`src/rtl/serial_add_sub_pkg.sv`:
```
// Shared definitions for the serial adder/subtractor: FSM encoding and
// helpers that derive the step count and step-counter width from the parameters.
package serial_add_sub_pkg;

   localparam logic [1:0] IDLE = 2'd0;
   localparam logic [1:0] RUN  = 2'd1;
   localparam logic [1:0] DONE = 2'd2;

   function automatic int num_steps(input int width, input int chunk);
      return width / chunk;
   endfunction

   // A single-step configuration still needs a 1-bit counter.
   function automatic int step_cnt_w(input int n);
      return (n <= 2) ? 1 : $clog2(n);
   endfunction

endpackage

```
`src/rtl/serial_add_sub_chunk_ripple_adder.sv`:
```
// CHUNK-bit ripple-carry adder built from 1-bit full-adder cells; also exposes
// the carry into the top bit so the caller can derive signed overflow.
module chunk_ripple_adder #(
   parameter int CHUNK = 1
) (
   input  logic [CHUNK-1:0] x,
   input  logic [CHUNK-1:0] y,
   input  logic             cin,
   output logic [CHUNK-1:0] sum,
   output logic             cout,
   output logic             c_msb_in
);

   logic [CHUNK:0] c;

   always_comb begin
      sum  = '0;
      c    = '0;
      c[0] = cin;
      for (int i = 0; i < CHUNK; i++) begin
         sum[i]   = x[i] ^ y[i] ^ c[i];
         c[i + 1] = (x[i] & y[i]) | (c[i] & (x[i] ^ y[i]));
      end
   end

   assign cout     = c[CHUNK];
   assign c_msb_in = c[CHUNK - 1];

endmodule

```
`src/rtl/serial_add_sub.sv`:
```
// Multi-cycle add/subtract: consumes the operands LSB-first, CHUNK bits per
// clock, and publishes sum, carry-out and signed overflow in a one-cycle DONE state.
module serial_add_sub #(
   parameter int WIDTH = 8,
   parameter int CHUNK = 1
) (
   input  logic             clk,
   input  logic             reset,
   input  logic             start,
   input  logic             sub,
   input  logic [WIDTH-1:0] a,
   input  logic [WIDTH-1:0] b,
   output logic             busy,
   output logic             done,
   output logic [WIDTH-1:0] s,
   output logic             co,
   output logic             ovf
);

   import serial_add_sub_pkg::*;

   localparam int N  = num_steps(WIDTH, CHUNK);
   localparam int SW = step_cnt_w(N);
   localparam logic [SW-1:0] LAST = SW'(N - 1);

   logic [1:0]       state_q, state_d;
   logic [SW-1:0]    step_q, step_d;
   logic [WIDTH-1:0] a_sh_q, a_sh_d;
   logic [WIDTH-1:0] b_sh_q, b_sh_d;
   logic [WIDTH-1:0] acc_q, acc_d;
   logic             carry_q, carry_d;
   logic [WIDTH-1:0] s_q, s_d;
   logic             co_q, co_d;
   logic             ovf_q, ovf_d;

   logic [CHUNK-1:0] sum_c;
   logic             cout_c;
   logic             c_msb_in_c;
   logic [WIDTH-1:0] acc_next;
   logic             accept;

   chunk_ripple_adder #(
      .CHUNK(CHUNK)
   ) u_adder (
      .x        (a_sh_q[CHUNK-1:0]),
      .y        (b_sh_q[CHUNK-1:0]),
      .cin      (carry_q),
      .sum      (sum_c),
      .cout     (cout_c),
      .c_msb_in (c_msb_in_c)
   );

   // New chunk enters at the top; after N steps the register holds the full result.
   assign acc_next = WIDTH'({sum_c, acc_q} >> CHUNK);
   assign accept   = start && (state_q != RUN);

   always_comb begin
      state_d = state_q;
      step_d  = step_q;
      a_sh_d  = a_sh_q;
      b_sh_d  = b_sh_q;
      acc_d   = acc_q;
      carry_d = carry_q;
      s_d     = s_q;
      co_d    = co_q;
      ovf_d   = ovf_q;

      case (state_q)
         RUN: begin
            a_sh_d  = a_sh_q >> CHUNK;
            b_sh_d  = b_sh_q >> CHUNK;
            acc_d   = acc_next;
            carry_d = cout_c;
            step_d  = step_q + 1'b1;
            if (step_q == LAST) begin
               state_d = DONE;
               s_d     = acc_next;
               co_d    = cout_c;
               ovf_d   = c_msb_in_c ^ cout_c;
            end
         end
         default: state_d = IDLE;
      endcase

      // Subtraction is a + ~b + 1: invert B and seed the carry with sub.
      if (accept) begin
         state_d = RUN;
         step_d  = '0;
         a_sh_d  = a;
         b_sh_d  = sub ? ~b : b;
         acc_d   = '0;
         carry_d = sub;
      end
   end

   always_ff @(posedge clk) begin
      if (reset) begin
         state_q <= IDLE;
         step_q  <= '0;
         a_sh_q  <= '0;
         b_sh_q  <= '0;
         acc_q   <= '0;
         carry_q <= 1'b0;
         s_q     <= '0;
         co_q    <= 1'b0;
         ovf_q   <= 1'b0;
      end else begin
         state_q <= state_d;
         step_q  <= step_d;
         a_sh_q  <= a_sh_d;
         b_sh_q  <= b_sh_d;
         acc_q   <= acc_d;
         carry_q <= carry_d;
         s_q     <= s_d;
         co_q    <= co_d;
         ovf_q   <= ovf_d;
      end
   end

   assign busy = (state_q == RUN);
   assign done = (state_q == DONE);
   assign s    = s_q;
   assign co   = co_q;
   assign ovf  = ovf_q;

endmodule

```
`config.mk`:
```
export PLATFORM = sky130hd
export DESIGN_NAME = serial_add_sub
export DESIGN_NICKNAME = d
export VERILOG_FILES = /design/src/rtl/serial_add_sub_pkg.sv /design/src/rtl/serial_add_sub_chunk_ripple_adder.sv /design/src/rtl/serial_add_sub.sv
export SDC_FILE = /design/constraint.sdc
export NUM_CORES = 1
export LEC_CHECK = 0
export ABC_AREA = 1
export BUFFER_PORTS_ARGS = -buffer_cell sky130_fd_sc_hd__buf_2
export CORE_ASPECT_RATIO = 1.75
export CORE_MARGIN = 2
export CORE_UTILIZATION = 54
export DETAILED_ROUTE_END_ITERATION = 6
export PLACE_DENSITY_LB_ADDON = 0.15
export SLEW_MARGIN = 40
export SYNTH_ARGS = -nofsm -noshare
export SYNTH_HDL_FRONTEND = slang
export SYNTH_SLANG_ARGS = --single-unit
```
`constraint.sdc`:
```
create_clock -name clk -period 1.7 [get_ports clk]
set_clock_uncertainty 0.15 [all_clocks]
set_input_delay 0.17 -clock clk [delete_from_list [all_inputs] [get_ports clk]]
set_output_delay 0.17 -clock clk [all_outputs]
set_load 0.01 [all_outputs]
```
==> results.yml <==
finish:
  fillers: 319
  multi_input_comb_area_um2: 813.3
  regArea_um2: 780.7
  area_growth_pct: 16.46
  layout-drive-gt1-share_pct: 18.87
  diodes: 0
  final_nets: 287
worst_setup_path:
  max_stage_delay_ns: 0.39
  worst_ep_required_time_ns: 1.79
  r2r_setup_slack_ns: 0.21
  setup.worst_path.start: "state_q[1]"
  critical_path.max_fanout: 22
  critPathSlowestCell: "dfxtp_1"
  cp-end-kind: "flop"
  worstPathCellList: "inv_1 -> nand2_2 -> buf_4 -> nand3_1 -> nand3_1 -> nand2_1 -> inv_1"
  cp_data_arrival_time_ns: 1.58
  r2r-start: "state_q[1]"
  start_kind: "flop"
  critical_path_class: "flop to flop"
floorplanning:
  die_width_um: 46.73
  fp.dieH_um: 78.78
  initial_utilization_pct: 55.52
  die-area_um2: 3681
  io_pins: 32
  core-area_um2: 3108
  placementRows: 27
pwr:
  ir_worst_vdd_mv: 0.8406
  sw_frac_of_total_pct: 23.52
  powerDensity_nw_per_um2: 974.7
  comb_power_share_pct: 10.1
  switchingPower_w: 0.0004607
  intPower_w: 0.001498
  pwr-share-clk_pct: 40.7
  p_leak_nw: 1.009
  seqPwrFrac_pct: 49.1
global_route:
  track_usage_pct: 20.21
  first_global_vias: 1357
  grt_pass1_wl_um: 5485
  antenna_found_initial: 0
  grt_max_degree: 23
  overflow: 0
sta:
  fin_crit_ns: 1.495
  rsz0062_at_grt: "false"
  setup_viol: 0
  tns_ns: 0
  slew_violations: 0
  hold_violations: 0
  min_period_over_period_pct: 87.92
  hold_slack_ns: 0.01595
  fmax_ghz: 0.6691
  worst_pin_slew_ns: 0.4605
  max-slew-margin-rel_pct: 69.27
yosys:
  syn_nets: 257
  netlist_area_um2: 1725
  syn_inst: 234
  synth-seq-cells: 39
  synth.lib_cells_used.distinct: 19
  ys_seq_area_share_pct: 45.25
  synth_top_cells_by_area: "dfxtp_1, nand2_1, nand3_1, nor2_1, xnor2_1"
  synth_top_area_share_pct: 45.25
  synth.avg_cell_area_um2: 7.374
  synth_top_area_cell: "dfxtp_1"
  ys_warn_count: 0
route:
  firstDrtPassIters: 4
  via_count: 1516
  drt-wirelength-per-cell_um: 10.82
  drtIter0Drc: 31
  viasPerCell: 4.922
  wirelength_um: 3333
  ant_nets: 0
  drcViolationCount: 0
clock_tree:
  cts_root_buf: "clkbuf_8"
  clkSlewWorstSetupHoldPaths_ns: 0.08
  post_cts_resized: 0
  clk_path_buf_depth: 2
  clkSinkCount: 39
  cts_tree: "done"
  cts_buffers: 5
  post_cts_buffers: 0
  cts_max_level: 2
  clk_latency_ns: 0.29
outcome:
  outcome: "finished clean"
hold_path:
  holdCritStartpoint: "b[7]"
  hp-class: "input port to flop"
place:
  gp_congestion: 0.7622
  hpwlAfterDp_um: 2218
  port_buffers: 31
run:
  max-cap-violations: 0
## what timing repair did
action,in CTS,in global routing
hold buffers,1,0
hold endpoints to repair,1,0
endpoints found under the setup margin,0,0
## path summary, 6_finish.rpt
path,to,cells past startpoint
setup / recovery,a_sh_q[6],7
hold / removal,b_sh_q[7],4
setup reg to reg,a_sh_q[6],7
hold reg to reg,s[0],2
## per-layer routing
layer | global-route usage (%) | up-vias | share of wire [%]
met5 | 0 | - | 0
met4 | 8.333 | 0 | 2.3
met3 | 6.136 | 7 | 3.3
met2 | 35.42 | 26 | 52
met1 | 21.14 | 686 | 42
li1 | - | 797 | -
## sequential cells by signal, indices dropped and copies added (netlist names)
name and count:
a_sh_q 8, acc_q 7, b_sh_q 8, carry_q 1, co 1, ovf 1
s 8, state_q 2, step_q 3
## cells in the final DEF, fill, tap and decap left out, drive strengths merged
cell          n
xor2          3
bufinv        1
dlygate4sd3   1
a21oi        11
dfxtp        39
fa            1
ha            2
nor2         27
clkbuf        6
clkinv        1
nand2        77
buf          35
xnor2         7
inv          13
nand3        41
## through the flow
step           utilization, %  cells  cell area (um2)  power [W]  setup slack [ns]
2_1_floorplan               -    234             1725   0.001129            0.3867
3_3_place_gp            60.55    299             1882   0.001178            0.2774
3_5_place_dp            60.55    299             1882   0.001181            0.2273
4_1_cts                 64.65    308             2009   0.001972            0.1965
5_1_grt                 64.65    308             2009   0.002032           0.08986
6_report                64.65    308             2009   0.001959            0.2053
## cells in the mapped netlist, drive strengths merged
cell,count
nand2,77
nand3,41
dfxtp,39
nor2,27
inv,13
a21oi,11
buf,11
xnor2,7
xor2,3
clkbuf,2
ha,2
fa,1
## worst max-delay path: cells and delay by family, from the launching register on
kind	cells	cell delay [ns]
flip-flops	1	0.39
AND/OR/NAND/NOR	4	0.47
buffers and inverters	3	0.43
## kinds of logic (layout without fill, tap and decap cells)
family,count (synthesis),after routing,synth area share (%)
and+or+nand+nor,145,145,36.26
adders and majority gates,3,3,2.610
buffers and inverters,26,57,7.614
xor gates and xnor gates,10,10,5.076
AOI/OAI and AO/OA,11,11,3.191
DFF,39,39,45.25
## power groups by stage
| stage | sequential [W] | combinational [W] | clock, W |
|---|---|---|---|
| 2_1_floorplan | 0.000980 | 0.000149 | 0 |
| 3_3_place_gp | 0.000983 | 0.000195 | 0 |
| 3_5_place_dp | 0.000983 | 0.000198 | 0 |
| 4_1_cts | 0.000962 | 0.000201 | 0.000809 |
| 5_1_grt | 0.000965 | 0.000226 | 0.000841 |
| 6_report | 0.000962 | 0.000199 | 0.000798 |
## area by class of cell
class | instances | share of cell area [%]
clock buffer | 6 | 4.110
clock inverter | 2 | 1.743
inverter | 13 | 2.428
multi-input combinational | 169 | 40.47
sequential | 39 | 38.85
tap | 43 | 2.677
timing repair buffer | 36 | 9.714
Power figures use the tool's default switching activity.
